**src/rtl/multicycle_control_pkg.sv**
```systemverilog
// Shared opcodes, control encodings and FSM states for the multicycle control unit.
// ADDI_SUPPORT_EN adds the ADDI execute/writeback states.
package multicycle_control_pkg;

  localparam logic [5:0] OP_RTYPE = 6'b000000;
  localparam logic [5:0] OP_LW    = 6'b100011;
  localparam logic [5:0] OP_SW    = 6'b101011;
  localparam logic [5:0] OP_BEQ   = 6'b000100;
  localparam logic [5:0] OP_J     = 6'b000010;
  localparam logic [5:0] OP_ADDI  = 6'b001000;

  localparam logic [1:0] ALUOP_ADD   = 2'b00;
  localparam logic [1:0] ALUOP_SUB   = 2'b01;
  localparam logic [1:0] ALUOP_FUNCT = 2'b10;

  localparam logic [1:0] PCSRC_ALU    = 2'b00;
  localparam logic [1:0] PCSRC_ALUOUT = 2'b01;
  localparam logic [1:0] PCSRC_JUMP   = 2'b10;

  localparam logic [1:0] ALUSRCB_B     = 2'b00;
  localparam logic [1:0] ALUSRCB_FOUR  = 2'b01;
  localparam logic [1:0] ALUSRCB_IMM   = 2'b10;
  localparam logic [1:0] ALUSRCB_IMMSH = 2'b11;

  typedef enum logic [3:0] {
    S_FETCH,
    S_DECODE,
    S_MEMADR,
    S_MEMRD,
    S_MEMWB,
    S_MEMWR,
    S_EXEC,
    S_ALUWB,
    S_BRANCH,
    S_JUMP
`ifdef ADDI_SUPPORT_EN
    , S_ADDIEX
    , S_ADDIWB
`endif
  } ctrl_state_t;

endpackage

```
**src/rtl/multicycle_control_wait.sv**
```systemverilog
// Memory wait counter: counts stalled cycles and flags expiry.
// MEM_TIMEOUT of 0 disables expiry entirely.
module control_wait_timer #(
  parameter int MEM_TIMEOUT = 255,
  parameter int CNT_W       = 8
) (
  input  logic clk,
  input  logic rst,
  input  logic clear,
  input  logic count,
  output logic expire
);

  localparam logic [CNT_W-1:0] LAST =
    (MEM_TIMEOUT == 0) ? '0 : CNT_W'(MEM_TIMEOUT - 1);

  logic [CNT_W-1:0] cnt_q, cnt_d;

  assign expire = count && (MEM_TIMEOUT != 0) && (cnt_q == LAST);

  always_comb begin
    cnt_d = cnt_q;
    if (clear || expire) cnt_d = '0;
    else if (count)      cnt_d = cnt_q + 1'b1;
  end

  always_ff @(posedge clk) begin
    if (rst) cnt_q <= '0;
    else     cnt_q <= cnt_d;
  end

endmodule

```
**src/rtl/multicycle_control.sv**
```systemverilog
// Main multicycle control FSM with memory-ready stalls and wait timeout.
// Define ADDI_SUPPORT_EN to decode ADDI.
module multicycle_control
  import multicycle_control_pkg::*;
#(
  parameter int MEM_TIMEOUT = 255,
  parameter int CNT_W       = 8
) (
  input  logic       clk,
  input  logic       rst,
  input  logic [5:0] opcode,
  input  logic       memReady,
  output logic       pcWrite,
  output logic       pcWriteCond,
  output logic [1:0] pcSource,
  output logic       iorD,
  output logic       memRead,
  output logic       memWrite,
  output logic       irWrite,
  output logic       memToReg,
  output logic       regDst,
  output logic       regWrite,
  output logic       aluSrcA,
  output logic [1:0] aluSrcB,
  output logic [1:0] aluOp,
  output logic       illegalOp,
  output logic       memTimeout
);

  ctrl_state_t state_q, state_d;
  logic        wait_st, wait_cnt, expire;

  assign wait_st  = (state_q == S_FETCH) || (state_q == S_MEMRD)
                 || (state_q == S_MEMWR);
  assign wait_cnt = wait_st && !memReady && !rst;

  control_wait_timer #(
    .MEM_TIMEOUT(MEM_TIMEOUT),
    .CNT_W      (CNT_W)
  ) u_wait (
    .clk   (clk),
    .rst   (rst),
    .clear (!wait_cnt),
    .count (wait_cnt),
    .expire(expire)
  );

  always_comb begin
    state_d     = state_q;
    pcWrite     = 1'b0;
    pcWriteCond = 1'b0;
    pcSource    = PCSRC_ALU;
    iorD        = 1'b0;
    memRead     = 1'b0;
    memWrite    = 1'b0;
    irWrite     = 1'b0;
    memToReg    = 1'b0;
    regDst      = 1'b0;
    regWrite    = 1'b0;
    aluSrcA     = 1'b0;
    aluSrcB     = ALUSRCB_B;
    aluOp       = ALUOP_ADD;
    illegalOp   = 1'b0;
    memTimeout  = 1'b0;
    if (!rst) begin
      unique case (state_q)
        S_FETCH: begin
          memRead = 1'b1;
          aluSrcB = ALUSRCB_FOUR;
          irWrite = memReady;
          pcWrite = memReady;
          if (memReady) state_d = S_DECODE;
        end
        S_DECODE: begin
          aluSrcB = ALUSRCB_IMMSH;
          unique case (opcode)
            OP_RTYPE:     state_d = S_EXEC;
            OP_LW, OP_SW: state_d = S_MEMADR;
            OP_BEQ:       state_d = S_BRANCH;
            OP_J:         state_d = S_JUMP;
`ifdef ADDI_SUPPORT_EN
            OP_ADDI:      state_d = S_ADDIEX;
`endif
            default: begin
              illegalOp = 1'b1;
              state_d   = S_FETCH;
            end
          endcase
        end
        S_MEMADR: begin
          aluSrcA = 1'b1;
          aluSrcB = ALUSRCB_IMM;
          state_d = (opcode == OP_LW) ? S_MEMRD : S_MEMWR;
        end
        S_MEMRD: begin
          memRead = 1'b1;
          iorD    = 1'b1;
          if (memReady) state_d = S_MEMWB;
        end
        S_MEMWB: begin
          regWrite = 1'b1;
          memToReg = 1'b1;
          state_d  = S_FETCH;
        end
        S_MEMWR: begin
          memWrite = 1'b1;
          iorD     = 1'b1;
          if (memReady) state_d = S_FETCH;
        end
        S_EXEC: begin
          aluSrcA = 1'b1;
          aluOp   = ALUOP_FUNCT;
          state_d = S_ALUWB;
        end
        S_ALUWB: begin
          regWrite = 1'b1;
          regDst   = 1'b1;
          state_d  = S_FETCH;
        end
        S_BRANCH: begin
          aluSrcA     = 1'b1;
          aluOp       = ALUOP_SUB;
          pcWriteCond = 1'b1;
          pcSource    = PCSRC_ALUOUT;
          state_d     = S_FETCH;
        end
        S_JUMP: begin
          pcWrite  = 1'b1;
          pcSource = PCSRC_JUMP;
          state_d  = S_FETCH;
        end
`ifdef ADDI_SUPPORT_EN
        S_ADDIEX: begin
          aluSrcA = 1'b1;
          aluSrcB = ALUSRCB_IMM;
          state_d = S_ADDIWB;
        end
        S_ADDIWB: begin
          regWrite = 1'b1;
          state_d  = S_FETCH;
        end
`endif
        default: state_d = S_FETCH;
      endcase
      // An expired wait abandons the access: no request or enable this cycle.
      if (expire) begin
        memTimeout = 1'b1;
        memRead    = 1'b0;
        memWrite   = 1'b0;
        irWrite    = 1'b0;
        pcWrite    = 1'b0;
        state_d    = S_FETCH;
      end
    end
  end

  always_ff @(posedge clk) begin
    if (rst) state_q <= S_FETCH;
    else     state_q <= state_d;
  end

endmodule
```
**config.mk**
```make
export PLATFORM = sky130hd
export DESIGN_NAME = multicycle_control
export DESIGN_NICKNAME = d
export VERILOG_FILES = /design/src/rtl/multicycle_control_pkg.sv /design/src/rtl/multicycle_control_wait.sv /design/src/rtl/multicycle_control.sv
export SDC_FILE = /design/constraint.sdc
export NUM_CORES = 1
export LEC_CHECK = 0
export ABC_AREA = 1
export BUFFER_PORTS_ARGS = -buffer_cell sky130_fd_sc_hd__clkbuf_2
export CORE_MARGIN = 4
export CORE_UTILIZATION = 55
export CTS_CLUSTER_DIAMETER = 40
export CTS_CLUSTER_SIZE = 25
export DETAILED_ROUTE_END_ITERATION = 10
export PLACE_DENSITY_LB_ADDON = 0.08
export SLEW_MARGIN = 20
export SYNTH_ARGS = -nofsm -noshare
export SYNTH_HDL_FRONTEND = slang
export SYNTH_HIERARCHICAL = 1
export SYNTH_SLANG_ARGS = --single-unit
```
**constraint.sdc**
```tcl
create_clock -name clk -period 3.6 [get_ports clk]
set_input_delay 0.36 -clock clk [delete_from_list [all_inputs] [get_ports clk]]
set_output_delay 0.36 -clock clk [all_outputs]
set_load 0.005 [all_outputs]
```
==> flow_metrics.py <==
metrics = {
    "worst_setup_path": {
        "worstPathMaxFanout": 8,
        "start_kind": "flop",
        "crit_type": "reg2out",
        "critPathMostFrequentCell": "nand2_2",
        "slowest_stage": "dfxtp_1",
        "worstPathArrival_ps": 2200,
        "path_delay_family": "simple AND/OR/NAND/NOR gates",
        "critPathCaptureType": "output port",
        "critical_path.cell_chain": "inv_2 > nand2_4 > inv_2 > nand2_2 > nand3_2 > nand2_2 > nor2_2 > nand2_1 > nor2_1 > nand2_2 > inv_1 > nor2_1 > inv_1 > nor3_1 > clkbuf_2",
        "r2r_setup_slack_ps": 1740,
        "slowest_delay_ps": 500,
        "worst-path-buf-inv": 5,
        "crit_required_ps": 3240,
    },
    "placement": {
        "postPlaceCellArea_um2": 1130,
        "dpl_worst_slack_ps": 1360,
        "io_buffers": 26,
        "dpl.cell_count": 210,
        "gp_congestion": 0.906,
        "hpwlAfterDp_mm": 1.73,
    },
    "die": {
        "die_y_um": 50.6,
        "die_x_um": 50.6,
        "die_area_um2": 2560,
        "core-area_um2": 1730,
        "initial_core_util_pct": 57.7,
        "io_pins": 27,
        "rows": 15,
    },
    "global_route": {
        "grt_use_total_pct": 18.9,
        "grt_antenna_before_repair": 0,
        "grt_first_pass_wirelength_mm": 3.69,
        "grt_pass1_vias": 940,
        "grt_max_degree": 13,
        "grt_overflow": 0,
    },
    "routing": {
        "drtIter0Drc": 21,
        "wirelength_mm": 2.10,
        "wl_per_cell_um": 9.80,
        "vias": 1018,
        "dr.pass1.iters": 4,
        "avgViaCountPerCell": 4.76,
        "drc": 0,
        "ant_nets": 0,
    },
    "cts": {
        "h-tree-depth": 1,
        "root_buffer": "clkbuf_4",
        "clockBufferDepth": 2,
        "clkTransAtPathRegs_ps": 70,
        "cts_tree": "built",
        "cts_setup_buffers": 0,
        "cts_made_buffers": 3,
        "numClockSinks": 12,
        "ctsHoldBuffers": 0,
        "clk_latency_ps": 270,
        "post_cts_resized": 0,
    },
    "sta": {
        "setup_viol": 0,
        "slew_headroom_pct": 80.0,
        "grt_setup_unrepaired": "no",
        "hold_viol": 0,
        "finalCriticalPeriod_ps": 2560,
        "tightest_slew_ps": 299,
        "fin_worst_skew_ps": 0.989,
        "max_freq_mhz": 391,
        "finalMaxSlewViolations": 0,
        "fin_crit_sh_pct": 71.1,
        "fin_ws_ps": 1040,
        "setup_tns_ps": 0,
    },
    "finish": {
        "final_net_count": 201,
        "stdcell_area_um2": 1170,
        "seq_area_um2": 240,
        "final_cells": 214,
        "antenna_cells": 0,
        "fill_cells": 168,
        "layout_commonest_cell": "nand2_1",
        "syn_to_final_growth_pct": 17.5,
        "multiInputGateArea_um2": 631,
        "final_cell_mix": "nand2_1 (34), nor2_1 (27), clkbuf_2 (26)",
        "drive_gt1_share_pct": 31.2,
    },
    "yosys": {
        "synth.distinct_cells": 26,
        "synth-seq-area-share_pct": 24.1,
        "async_flop_share_pct": 0,
        "avgSynthCellArea_um2": 6.15,
        "synth_ff_type": "dfxtp_1",
        "synth_edf_count": 0,
        "synth_seq_cells": 12,
        "syn-num-nets": 173,
        "postSynthCellCount": 162,
        "synth_warnings": 6,
        "netlist_area_um2": 996,
    },
    "power": {
        "combPwrFrac_pct": 16.1,
        "p_total_uw": 287,
        "pwr-share-seq_pct": 47.5,
        "netSwitchingFraction_pct": 26.0,
        "switching_power_uw": 74.5,
        "p_int_uw": 213,
        "power.density_nw_per_um2": 245,
        "power_leakage_uw": 0.000554,
        "max-vdd-ir-drop_uv": 239,
        "pwr-share-clk_pct": 36.4,
    },
    "run": {
        "maxCapViolations": 0,
    },
    "status": {
        "status": "finished, final reports clean",
    },
    "min_path": {
        "min-delay-path-class": "in2reg",
    },
}
-- metal layers --
metal	wire, µm	vias to the layer above	part of all wire (%)	global-route usage [%]
met2	1080	21	51	33.9
met3	83	4	4.0	2.67
met4	34	0	1.6	11.2
met1	901	439	43	20.9
li1	-	554	-	-
met5	0	-	0	0
-- metrics by stage --
stage	utilization (%)	hold WS, ps
after floorplan	-	461
after global placement	65.7	478
after detailed placement	65.7	487
after CTS	67.8	441
after global routing	67.8	484
final	67.8	453
-- sequential cells by signal, summed over array words and instances, names as in the netlist --
register,flops
u_wait/cnt_q,8
state_q,4
-- path summary, 6_finish.rpt --
kind	startpoint	endpoint	depth (start not counted)
hold reg to reg	u_wait/cnt_q[5]	u_wait/cnt_q[5]	2
hold / removal	opcode[3]	state_q[3]	4
setup / recovery	state_q[1]	memRead	15
setup reg to reg	state_q[1]	state_q[2]	12
-- power groups by stage --
| stage | registers, µW | clock network (µW) | logic (µW) |
|---|---|---|---|
| after detailed placement | 139 | 0 | 46.1 |
| final | 136 | 105 | 46.2 |
| after global routing | 137 | 118 | 52.6 |
| after CTS | 136 | 109 | 46.5 |
| after floorplan | 139 | 0 | 31.7 |
| after global placement | 139 | 0 | 45.3 |
-- synth_stat cells, types with 4 or more instances --
cell	count	area, µm²
nand3_1	12	60.1
nand2_1	34	128
nand2_2	8	50.1
a21oi_1	6	30.0
nor2_1	27	101
nor3_1	4	20.0
dfxtp_1	12	240
inv_2	4	15.0
inv_1	23	86.3
nor2_2	7	43.8
-- tightest hold or removal path, stage by stage --
cell	delay, ps
clkbuf_2	90
o22ai_1	110
nand4_1	90
inv_1	40
-- kinds of logic (layout without fill, tap and decap cells) --
logic type                 count (synthesis)  count (layout)  synth area share [%]
AOI/OAI and AO/OA                         12              12                  7.29
xor gates and xnor gates                   3               3                  2.64
adders and majority gates                  2               2                  2.51
buffers and inverters                     30              57                  12.6
DFF                                       12              12                  24.1
and+or+nand+nor                          103             103                  50.9
-- cell type report --
cell class / count / area share, %
timing repair buffer: 26 / 11.1
inverter: 27 / 8.66
multi-input combinational: 120 / 53.9
sequential: 12 / 20.5
clock buffer: 4 / 3.10
tap: 25 / 2.67
Power figures use the tool's default switching activity.
